$ cat config.mk
export PLATFORM = sky130hd
export DESIGN_NAME = pipelined_addsub_flat
export DESIGN_NICKNAME = d
export VERILOG_FILES = /design/src/rtl/pipelined_addsub_pkg.sv /design/src/rtl/pipelined_addsub_if.sv /design/src/rtl/pipelined_addsub_seg.sv /design/src/rtl/pipelined_addsub.sv /design/src/flat_wrapper.sv
export SDC_FILE = /design/constraint.sdc
export NUM_CORES = 1
export LEC_CHECK = 0
export CORE_ASPECT_RATIO = 0.9
export CORE_MARGIN = 1.5
export CORE_UTILIZATION = 45
export CTS_CLUSTER_DIAMETER = 50
export DETAILED_ROUTE_END_ITERATION = 7
export GPL_ROUTABILITY_DRIVEN = 0
export GPL_TIMING_DRIVEN = 0
export PLACE_DENSITY_LB_ADDON = 0.08
export SETUP_SLACK_MARGIN = 0.2
export SLEW_MARGIN = 10
export SYNTH_ARGS = -nofsm -noshare
export SYNTH_HDL_FRONTEND = slang
export SYNTH_SLANG_ARGS = --single-unit
$ cat constraint.sdc
create_clock -name clk -period 4.7 [get_ports clk]
set_input_delay 0.47 -clock clk [delete_from_list [all_inputs] [get_ports clk]]
set_output_delay 0.47 -clock clk [all_outputs]
set_load 0.05 [all_outputs]
$ cat src/rtl/pipelined_addsub_pkg.sv
// ALU control codes and the add/subtract decode shared with the ALU decoder.
package pipelined_addsub_pkg;

   localparam logic [3:0] ALU_CTRL_SUB     = 4'b0101;
   localparam logic [1:0] ALU_CTRL_SUB_GRP = 2'b11;

   function automatic logic is_sub(input logic [3:0] ctrl);
      return (ctrl == ALU_CTRL_SUB) || (ctrl[3:2] == ALU_CTRL_SUB_GRP);
   endfunction

endpackage

$ cat src/rtl/pipelined_addsub_if.sv
// Operand/result handshake bundle between ALU control decode and the adder pipe.
interface pipelined_addsub_if #(
   parameter int WIDTH = 32
);
   logic             in_valid;
   logic             in_ready;
   logic [WIDTH-1:0] a;
   logic [WIDTH-1:0] b;
   logic [3:0]       ctrl;
   logic             out_valid;
   logic             out_ready;
   logic [WIDTH-1:0] res;
   logic             cout;
   logic             ovf;
   logic             zero;

   modport master (
      output in_valid, a, b, ctrl, out_ready,
      input  in_ready, out_valid, res, cout, ovf, zero
   );

   modport slave (
      input  in_valid, a, b, ctrl, out_ready,
      output in_ready, out_valid, res, cout, ovf, zero
   );
endinterface

$ cat src/rtl/pipelined_addsub_seg.sv
// Full-adder cell and the SEG-bit combinational ripple segment built from it.
module fa (
   input  logic a,
   input  logic b,
   input  logic cin,
   output logic sum,
   output logic cout
);
   assign sum  = a ^ b ^ cin;
   assign cout = (a & b) | (cin & (a ^ b));
endmodule

module addsub_seg #(
   parameter int SEG = 8
) (
   input  logic [SEG-1:0] a,
   input  logic [SEG-1:0] b,
   input  logic           cin,
   output logic [SEG-1:0] sum,
   output logic           cout
);
   logic [SEG:0] c;

   assign c[0] = cin;

   for (genvar i = 0; i < SEG; i++) begin : g_bit
      fa u_fa (
         .a    (a[i]),
         .b    (b[i]),
         .cin  (c[i]),
         .sum  (sum[i]),
         .cout (c[i+1])
      );
   end

   assign cout = c[SEG];
endmodule

$ cat src/rtl/pipelined_addsub.sv
// Pipelined add/subtract: WIDTH-bit carry chain split into STAGES registered ripple segments.
module pipelined_addsub
   import pipelined_addsub_pkg::*;
#(
   parameter int WIDTH  = 32,
   parameter int STAGES = 4
) (
   input logic               clk,
   input logic               rst,
   pipelined_addsub_if.slave bus
);
   localparam int SEG = WIDTH / STAGES;

   logic [WIDTH-1:0] a_q     [STAGES];
   logic [WIDTH-1:0] a_d     [STAGES];
   logic [WIDTH-1:0] b_q     [STAGES];
   logic [WIDTH-1:0] b_d     [STAGES];
   logic [WIDTH-1:0] res_q   [STAGES];
   logic [WIDTH-1:0] res_d   [STAGES];
   logic             carry_q [STAGES];
   logic             carry_d [STAGES];
   logic             zero_q  [STAGES];
   logic             zero_d  [STAGES];
   logic             sa_q    [STAGES];
   logic             sa_d    [STAGES];
   logic             sb_q    [STAGES];
   logic             sb_d    [STAGES];
   logic [STAGES-1:0] v_q;
   logic [STAGES-1:0] v_d;

   logic [SEG-1:0] seg_a   [STAGES];
   logic [SEG-1:0] seg_b   [STAGES];
   logic [SEG-1:0] seg_sum [STAGES];
   logic           seg_ci  [STAGES];
   logic           seg_co  [STAGES];

   logic             advance;
   logic             accept;
   logic             sub;
   logic [WIDTH-1:0] b_eff;

   // Whole pipe moves as one; no bubble squeezing.
   assign advance      = !v_q[STAGES-1] || bus.out_ready;
   assign bus.in_ready = advance;
   assign accept       = bus.in_valid && advance;
   assign sub          = is_sub(bus.ctrl);
   assign b_eff        = sub ? ~bus.b : bus.b;

   always_comb begin
      seg_a[0]  = bus.a[SEG-1:0];
      seg_b[0]  = b_eff[SEG-1:0];
      seg_ci[0] = sub;
      for (int k = 1; k < STAGES; k++) begin
         seg_a[k]  = a_q[k-1][k*SEG +: SEG];
         seg_b[k]  = b_q[k-1][k*SEG +: SEG];
         seg_ci[k] = carry_q[k-1];
      end
   end

   for (genvar g = 0; g < STAGES; g++) begin : g_seg
      addsub_seg #(.SEG(SEG)) u_seg (
         .a    (seg_a[g]),
         .b    (seg_b[g]),
         .cin  (seg_ci[g]),
         .sum  (seg_sum[g]),
         .cout (seg_co[g])
      );
   end

   always_comb begin
      a_d     = a_q;
      b_d     = b_q;
      res_d   = res_q;
      carry_d = carry_q;
      zero_d  = zero_q;
      sa_d    = sa_q;
      sb_d    = sb_q;
      v_d     = v_q;
      if (advance) begin
         v_d[0]              = accept;
         a_d[0]              = bus.a;
         b_d[0]              = b_eff;
         res_d[0]            = '0;
         res_d[0][SEG-1:0]   = seg_sum[0];
         carry_d[0]          = seg_co[0];
         zero_d[0]           = (seg_sum[0] == '0);
         sa_d[0]             = bus.a[WIDTH-1];
         sb_d[0]             = b_eff[WIDTH-1];
         for (int k = 1; k < STAGES; k++) begin
            v_d[k]                 = v_q[k-1];
            a_d[k]                 = a_q[k-1];
            b_d[k]                 = b_q[k-1];
            res_d[k]               = res_q[k-1];
            res_d[k][k*SEG +: SEG] = seg_sum[k];
            carry_d[k]             = seg_co[k];
            zero_d[k]              = zero_q[k-1] && (seg_sum[k] == '0);
            sa_d[k]                = sa_q[k-1];
            sb_d[k]                = sb_q[k-1];
         end
      end
   end

   always_ff @(posedge clk) begin
      if (rst) begin
         v_q <= '0;
         for (int k = 0; k < STAGES; k++) begin
            a_q[k]     <= '0;
            b_q[k]     <= '0;
            res_q[k]   <= '0;
            carry_q[k] <= 1'b0;
            zero_q[k]  <= 1'b0;
            sa_q[k]    <= 1'b0;
            sb_q[k]    <= 1'b0;
         end
      end else begin
         v_q     <= v_d;
         a_q     <= a_d;
         b_q     <= b_d;
         res_q   <= res_d;
         carry_q <= carry_d;
         zero_q  <= zero_d;
         sa_q    <= sa_d;
         sb_q    <= sb_d;
      end
   end

   assign bus.out_valid = v_q[STAGES-1];
   assign bus.res       = res_q[STAGES-1];
   assign bus.cout      = carry_q[STAGES-1];
   assign bus.zero      = zero_q[STAGES-1];
   assign bus.ovf       = (sa_q[STAGES-1] == sb_q[STAGES-1]) &&
                          (res_q[STAGES-1][WIDTH-1] != sa_q[STAGES-1]);
endmodule

$ cat src/flat_wrapper.sv
// flat-port wrapper written by rule: the top's interface ports become plain ports
module pipelined_addsub_flat import pipelined_addsub_pkg::*;
#(
   parameter int WIDTH  = 32,
   parameter int STAGES = 4
)
  (clk, rst, bus_in_valid, bus_a, bus_b, bus_ctrl, bus_out_ready, bus_in_ready, bus_out_valid, bus_res, bus_cout, bus_ovf, bus_zero);
  pipelined_addsub_if #(.WIDTH(WIDTH)) bus_i ();
  input logic clk;
  input logic rst;
  input wire logic [$bits(bus_i.in_valid)-1:0] bus_in_valid;
  input wire logic [$bits(bus_i.a)-1:0] bus_a;
  input wire logic [$bits(bus_i.b)-1:0] bus_b;
  input wire logic [$bits(bus_i.ctrl)-1:0] bus_ctrl;
  input wire logic [$bits(bus_i.out_ready)-1:0] bus_out_ready;
  output wire logic [$bits(bus_i.in_ready)-1:0] bus_in_ready;
  output wire logic [$bits(bus_i.out_valid)-1:0] bus_out_valid;
  output wire logic [$bits(bus_i.res)-1:0] bus_res;
  output wire logic [$bits(bus_i.cout)-1:0] bus_cout;
  output wire logic [$bits(bus_i.ovf)-1:0] bus_ovf;
  output wire logic [$bits(bus_i.zero)-1:0] bus_zero;
  assign bus_i.in_valid = bus_in_valid;
  assign bus_i.a = bus_a;
  assign bus_i.b = bus_b;
  assign bus_i.ctrl = bus_ctrl;
  assign bus_i.out_ready = bus_out_ready;
  assign bus_in_ready = bus_i.in_ready;
  assign bus_out_valid = bus_i.out_valid;
  assign bus_res = bus_i.res;
  assign bus_cout = bus_i.cout;
  assign bus_ovf = bus_i.ovf;
  assign bus_zero = bus_i.zero;
  pipelined_addsub #(.WIDTH(WIDTH), .STAGES(STAGES)) u_core (.clk(clk), .rst(rst), .bus(bus_i));
endmodule
==> summary.md, run 1 <==
Largest net degree at the start of global routing: 17. TritonCTS built the clock tree. The master cell of the clock root buffer was clkbuf_16. The share of layout cells above drive strength 1 came out at 0.100. The final layout contains routed wiring with a total length of 22.4 mm. The tree built by TritonCTS fans out to 190 sinks. Counting the fill cells in the layout gives 1768. The fraction of the yosys area taken by sequential cells was 0.455; the number of buffers added by the clock tree synthesis step was 17. The share of flip-flops with an asynchronous set or reset after synthesis is 0, and the initial antenna violation count is 0. The number of enable-type register cells in the synthesized netlist was 0; the number of warnings issued by yosys was 0.

At the worst endpoint, the arrival time is 4.74 ns. The number of failing hold endpoints at the final stage is 0, and the final HPWL from detailed placement is 16.6 mm. Yosys mapped the design onto 32 distinct sky130hd cell types. Via count of the first global-routing pass: 6882.

The number of hold-repair buffers added at the cts stage is 0, and the initial cell density of the core is 0.457. Across the run, the number of max-cap violations was 0. The run finished with clean final reports. Summed over all cells, the static leakage comes to 0.00396 uW. The run gives 1021 as the cell count after synthesis.

A synthesized cell averages 8.18 um^2. The routed length per placed instance was 15.9 um; the final period utilization was 0.932. By startpoint and endpoint, the worst setup path is classified as in2reg. For the pin with the worst max-slew slack, the measured transition is 0.681 ns. The floorplan step defined a die boundary enclosing 19400 um^2. At the end of the flow, the number of nets in the layout was 1258. Overall power consumption after layout is estimated at 3680 uW. In the layout the commonest cells are nand2_1 (299), dfxtp_1 (190), a21oi_1 (171).

Static timing analysis puts the maximum clock frequency at 228 MHz. Setup repair after global routing could not meet its margin everywhere. For the worst setup path, the data required time is 5.06 ns. Measured along the x axis, the die boundary spans 147 um. The number of nets in the synthesized netlist is 1124. Measured along the y axis, the die boundary spans 132 um.

Synthesis inferred 190 register bits. Nature of the critical path startpoint: an input pin. STA classifies the critical path endpoint as a register. Summed over all layers, the global routing overflow is 0. The clock reaches the later pin of the worst-skew pair after 0.43 ns.

For the DRC marker count from the first detailed-route iteration, the log shows 423. The run gives 0.546 as the headroom to the max-slew limit. The repair_antennas step left the layout with diodes totalling 0.

The remaining antenna violation count after routing was 0. In this run the core area contains 47 standard-cell rows. Counting along the longest clock path gives a buffer depth of 2. The floorplan step defined a core boundary enclosing 18300 um^2.

The setup check on the worst reg-to-reg path leaves a slack of 0.37 ns. CTS built an H-tree with a depth of 4. The first detailed-routing pass took 6 iterations. Of all nets on the critical path, the largest fanout is 7. Top flip-flop cell by instance count after synthesis: dfxtp_1. The area growth from synthesis to layout is 24.9%. The tools report the global-route usage over all layers as 0.237. The logs give 0.449 ns for the hold slack and 0.234 mV for the worst vdd rail ir drop.

The count of buffers added on input and output ports is 107. After detailed routing, the number of remaining DRC violations is 0. Setup total negative slack on the finished layout was measured at 0 ns. The clock tree skew after final layout is 0.00813 ns, and the cell area after synthesis is 8360 um^2. The count of final max-slew check failures is 0, and the power density normalized to cell area is 352 nW/um^2. Clock-pin slew was measured on the worst setup and hold paths at 0.07 ns.

Subtracting the final worst setup slack from the clock period gives 4.38 ns. In this run the count of I/O pins placed on the die edge is 109. Setup violations remaining at the end of the flow were counted as 0. Most common library cell in the layout ignoring fill and taps: nand2_1. The overall via count from detail_route is 7269. The first global-routing pass estimated 35.9 mm of wire.

The worst hold path belongs to the class reg2reg. Dividing the detail-routed via count by the number of cells gives 5.14.
## cells in the mapped netlist, types with 3 or more instances
cell      number  area (um^2)
nand2_1      299         1120
fa_1          31          621
inv_1         29          109
nor2_1        44          165
nor3_1         4         20.0
a31oi_1       24          150
xor2_1         6         52.6
a311oi_1      22          193
buf_2         18         90.1
buf_1          5         18.8
clkbuf_1      57          214
nor4bb_1      24          240
a211oi_1      16          120
dfxtp_1      190         3800
nand4_1        3         18.8
inv_2          3         11.3
and4b_1        3         30.0
buf_4         33          248
or3_1         22          138
a21oi_1      172          861
## logic make-up (layout without fill, tap and decap cells)
| kind of cell | after synthesis | in the layout | synth area share |
|---|---|---|---|
| AOI/OAI and AO/OA | 239 | 239 | 0.163 |
| xor gates and xnor gates | 8 | 8 | 0.00838 |
| adders and majority gates | 31 | 31 | 0.0743 |
| buffers and inverters | 147 | 294 | 0.0853 |
| DFF | 190 | 190 | 0.455 |
| and+or+nand+nor | 406 | 406 | 0.214 |
## worst max-delay path: stages
cell	delay, ns
buf_8	0.11
nand2b_4	0.13
buf_6	0.11
a21o_1	0.20
buf_6	0.14
o21a_1	0.20
fa_2	0.39
fa_2	0.36
fa_2	0.35
inv_2	0.07
fa_2	0.19
inv_2	0.04
fa_2	0.34
fa_2	0.39
inv_2	0.06
fa_1	0.39
nand3b_1	0.18
or4_4	0.50
a21oi_2	0.12
## report_power, final
| part | switching [uW] | leakage (uW) | total [uW] | internal, uW |
|---|---|---|---|---|
| Combinational | 284 | 0.00213 | 524 | 240 |
| Clock | 629 | 0.000267 | 1380 | 748 |
| Sequential | 61.8 | 0.00156 | 1780 | 1720 |
## path summary, 6_finish.rpt
path	startpoint	end	cells past startpoint
max reg2reg	u_core.b_q[104]	u_core.zero_q[2]	14
min reg2reg	u_core.bus.res[17]	u_core.bus.res[17]	2
min	u_core.bus.res[17]	u_core.bus.res[17]	2
max	bus_ctrl[1]	u_core.zero_q[3]	19
## layer usage
layer / share of wire / vias to the layer above / GRT usage / wire [um]
li1: - / 3660 / - / -
met1: 0.46 / 3402 / 0.330 / 10400
met2: 0.47 / 192 / 0.383 / 10500
met3: 0.059 / 15 / 0.0474 / 1330
met4: 0.0094 / 0 / 0.0499 / 211
met5: 0 / - / 0 / 0
## state kept, by name, summed over array words and instances (netlist names)
name	flops
u_core.bus.zero	1
u_core.bus.res	32
u_core.a_q	48
u_core.sb_q	1
u_core.sa_q	1
u_core.res_q	48
u_core.bus.cout	1
u_core.b_q	48
u_core.zero_q	3
u_core.carry_q	3
u_core.v_q	4
## cell type report
| cell class | instances | area (um^2) | share of cell area |
|---|---|---|---|
| multi-input cells | 684 | 3880 | 0.372 |
| flip-flops and latches | 190 | 3800 | 0.364 |
| repair buffers | 115 | 1140 | 0.109 |
| plain buffers | 115 | 619 | 0.0593 |
| clock buffers | 20 | 447 | 0.0428 |
| well taps | 245 | 307 | 0.0294 |
| inverters | 32 | 120 | 0.0115 |
| clock inverters | 12 | 115 | 0.0110 |
## what timing repair did
action	in CTS	in global routing
cloned	0	0
endpoints found under the hold margin	0	0
pin swaps	11	6
setup endpoints to repair	1	4
gates resized for setup	35	7
setup buffers	8	0
## through the flow
step                std cells  setup WS [ns]  area (um^2)  utilization
floorplan                1021          0.166         8380            -
global placement         1373         -0.797         9760        0.534
detailed placement       1373         -0.771         9760        0.534
CTS                      1413          0.163        10400        0.570
global route             1413          0.174        10400        0.571
finish                   1413          0.319        10400        0.571
(Power assumes the default switching activity.)
==> inputs of run 2 (changes only) <==
--- a/config.mk
+++ b/config.mk
@@ -10,6 +10,7 @@
 export CORE_UTILIZATION = 45
 export CTS_CLUSTER_DIAMETER = 50
 export DETAILED_ROUTE_END_ITERATION = 7
+export DONT_BUFFER_PORTS = 1
 export GPL_ROUTABILITY_DRIVEN = 0
 export GPL_TIMING_DRIVEN = 0
 export PLACE_DENSITY_LB_ADDON = 0.08
==> summary.md, run 2 (synthesized netlist as in run 1, its figures left out) <==
The flow ran to the end, and the final reports show no timing, DRC or antenna violations. The final period utilization was 0.924. The startpoint of the worst register-to-register path was u_core.carry_q[1].

The total die area is 19400 um^2. TritonCTS built the clock tree. Leaving out filler cells and counting taps, the final layout contains 1299. The design draws 3620 uW.

The DRC marker count from the first detailed-route iteration is 395. Leaving out fill and tap cells, the most frequent cells in the layout are nand2_1 (299), dfxtp_1 (190), a21oi_1 (171). After filler insertion, the fill cell instance count of the layout stands at 1887. The cell depth of the worst hold path came out at 2. Once placement completed, the tool counted placed cells totaling 1266. The via count of the first global-routing pass came out at 6690. The final critical-path required period came out at 4.34 ns. Dividing total power by cell area gives a power density of 390 nW/um^2. The clock arrives with 0.00778 ns of skew. Detailed routing inserted a total of 6804 vias.

The die boundary height came out at 132 um. Across all hold checks on the routed design, the worst slack comes to 0.153 ns. Required time reported for the critical path endpoint: 5.07 ns. The vias per cell was 5.24.

Leaving out fill and tap cells, the most frequent cell in the layout is nand2_1. Entering global routing, the biggest net connects 19 pins. In this run the tool buffered the top-level ports with 0 buffer cells. The first TritonRoute pass finished after 4 iterations. The first global-routing pass estimated 35.7 mm of wire. CTS built an H-tree with a depth of 4. The run gives 0 as the total global routing overflow. The tools report the count of final max-slew check failures as 0. The initial antenna violation count was 0. Adding up every negative setup slack in the final design gives 0 ns.

The global-route usage over all layers was 0.238; the standby leakage power was 0.00352 uW. Clock-pin slew was measured on the worst setup and hold paths at 0.07 ns. The routed length per placed instance is 17.2 um, and the number of nets in the layout is 1144. For the number of buffers added by the clock tree synthesis step, the log shows 17.

The tools report the kind of end point of the critical path as a register. Max-cap violations in this run came to 0. The tools report the area used by multi-input combinational logic as 3870 um^2. Master cell of the clock root buffer: clkbuf_16. The count of nets left with antenna violations once routing finished came out at 0. The final HPWL from detailed placement is 16.6 mm, and the headroom to the max-slew limit is 0.352.

Setup repair after global routing could not meet its margin everywhere. The area growth from synthesis to layout is 11.2%. The critical path is of the in2reg type.

Arrival time of data at the critical path endpoint: 4.72 ns. Nature of the critical path startpoint: an input pin. The run gives 0.457 as the initial cell density of the core. For flop-to-flop paths, the worst setup slack is 0.36 ns. Registers take 3800 um^2.

The logs give 2 for the worst-case clock buffer depth and 0 for the total setup violations reported at the end of the flow. For the worst-skew pair, the clock arrives at the later sink with an insertion delay of 0.44 ns. During I/O placement, the number of pins put on the boundary was 109. For this run, design rule violations remaining after detail routing come to 0. The endpoint of the most critical register-to-register path is u_core.bus.zero. The share of layout cells above drive strength 1 works out to 0.0977. The post-detailed-routing wire length was 22.3 mm. The path with the worst hold slack has its endpoint at u_core.a_q[122]. The actual transition at the worst max-transition pin was 0.966 ns.

The tools report the number of failing hold endpoints at the final stage as 0. In this run the most critical hold path is launched from bus_a[26]. The maximum net fanout on the critical path is 10. The path depth of the worst reg2reg path was 14. The worst-case IR drop observed on VDD is 0.264 mV.

Based on the critical path, the design can be clocked at up to 230 MHz. For the number of placement rows, the log shows 47. In the final layout, the registers with the most flip-flops are u_core.a_q: 48 flops, u_core.b_q: 48 flops, u_core.res_q: 48 flops. The CTS sink count was 190.

The final standard cell utilization of the core is 0.508, and the die extent in x is 147 um. The worst hold path belongs to the class in2reg. The number of antenna diodes in the final layout is 0. The run gives 18300 um^2 as the placeable core region.
## run 2: worst max path at each step
stage          depth (start not counted)  slack, ns         startpoint               end
2_1_floorplan                         19       0.17        bus_ctrl[3]  u_core.zero_q[3]
3_3_place_gp                          19      -0.14        bus_ctrl[3]  u_core.zero_q[3]
3_5_place_dp                          19      -0.17        bus_ctrl[3]  u_core.zero_q[3]
4_1_cts                               14       0.21  u_core.carry_q[1]   u_core.bus.zero
5_1_grt                               14       0.19  u_core.carry_q[1]   u_core.bus.zero
6_report                              19       0.36        bus_ctrl[3]  u_core.zero_q[3]
## run 2: where the power goes
| part | switching [uW] | internal [uW] | leakage [uW] |
|---|---|---|---|
| clock network | 681 | 747 | 0.000274 |
| registers | 63.0 | 1720 | 0.00156 |
| logic | 254 | 164 | 0.00168 |
| total | 998 | 2630 | 0.00352 |
## run 2: timing repair
item                       in CTS  in global routing
resized for setup               0                 10
hold buffers                    0                  0
buffers inserted                0                  1
setup endpoints to repair       0                  4
## run 2: critical path, cell delays in order
cell and delay, ns:
inv_2 0.02, buf_4 0.15, clkbuf_8 0.16, a21o_1 0.22, buf_6 0.15, o21a_1 0.19, fa_2 0.36, fa_2 0.36
fa_1 0.37, inv_1 0.08, fa_1 0.15, inv_1 0.05, fa_2 0.33, fa_2 0.34, inv_2 0.06, fa_1 0.39
nand3b_1 0.18, or4_4 0.53, a21oi_2 0.14
## run 2: metrics by stage
step	cell area, um^2	worst slack [ns]
after floorplan	8380	0.166
after global placement	8690	-0.142
after detailed placement	8690	-0.171
after CTS	9260	0.209
after global routing	9300	0.191
final	9300	0.358
## run 2: layer usage
layer | routed length [um] | global-route usage | vias to the layer above
met2 | 10100 | 0.377 | 158
met4 | 248 | 0.0673 | 0
met5 | 0 | 0 | -
li1 | - | - | 3424
met3 | 1390 | 0.0588 | 18
met1 | 10600 | 0.324 | 3204
## run 2: cell type report
| type | instances | area share |
|---|---|---|
| tap | 245 | 0.0330 |
| clock buffer | 17 | 0.0458 |
| buffer | 115 | 0.0655 |
| clock inverter | 15 | 0.0163 |
| sequential | 190 | 0.409 |
| multi-input combinational | 684 | 0.417 |
| inverter | 32 | 0.0129 |
| timing repair buffer | 1 | 0.000808 |
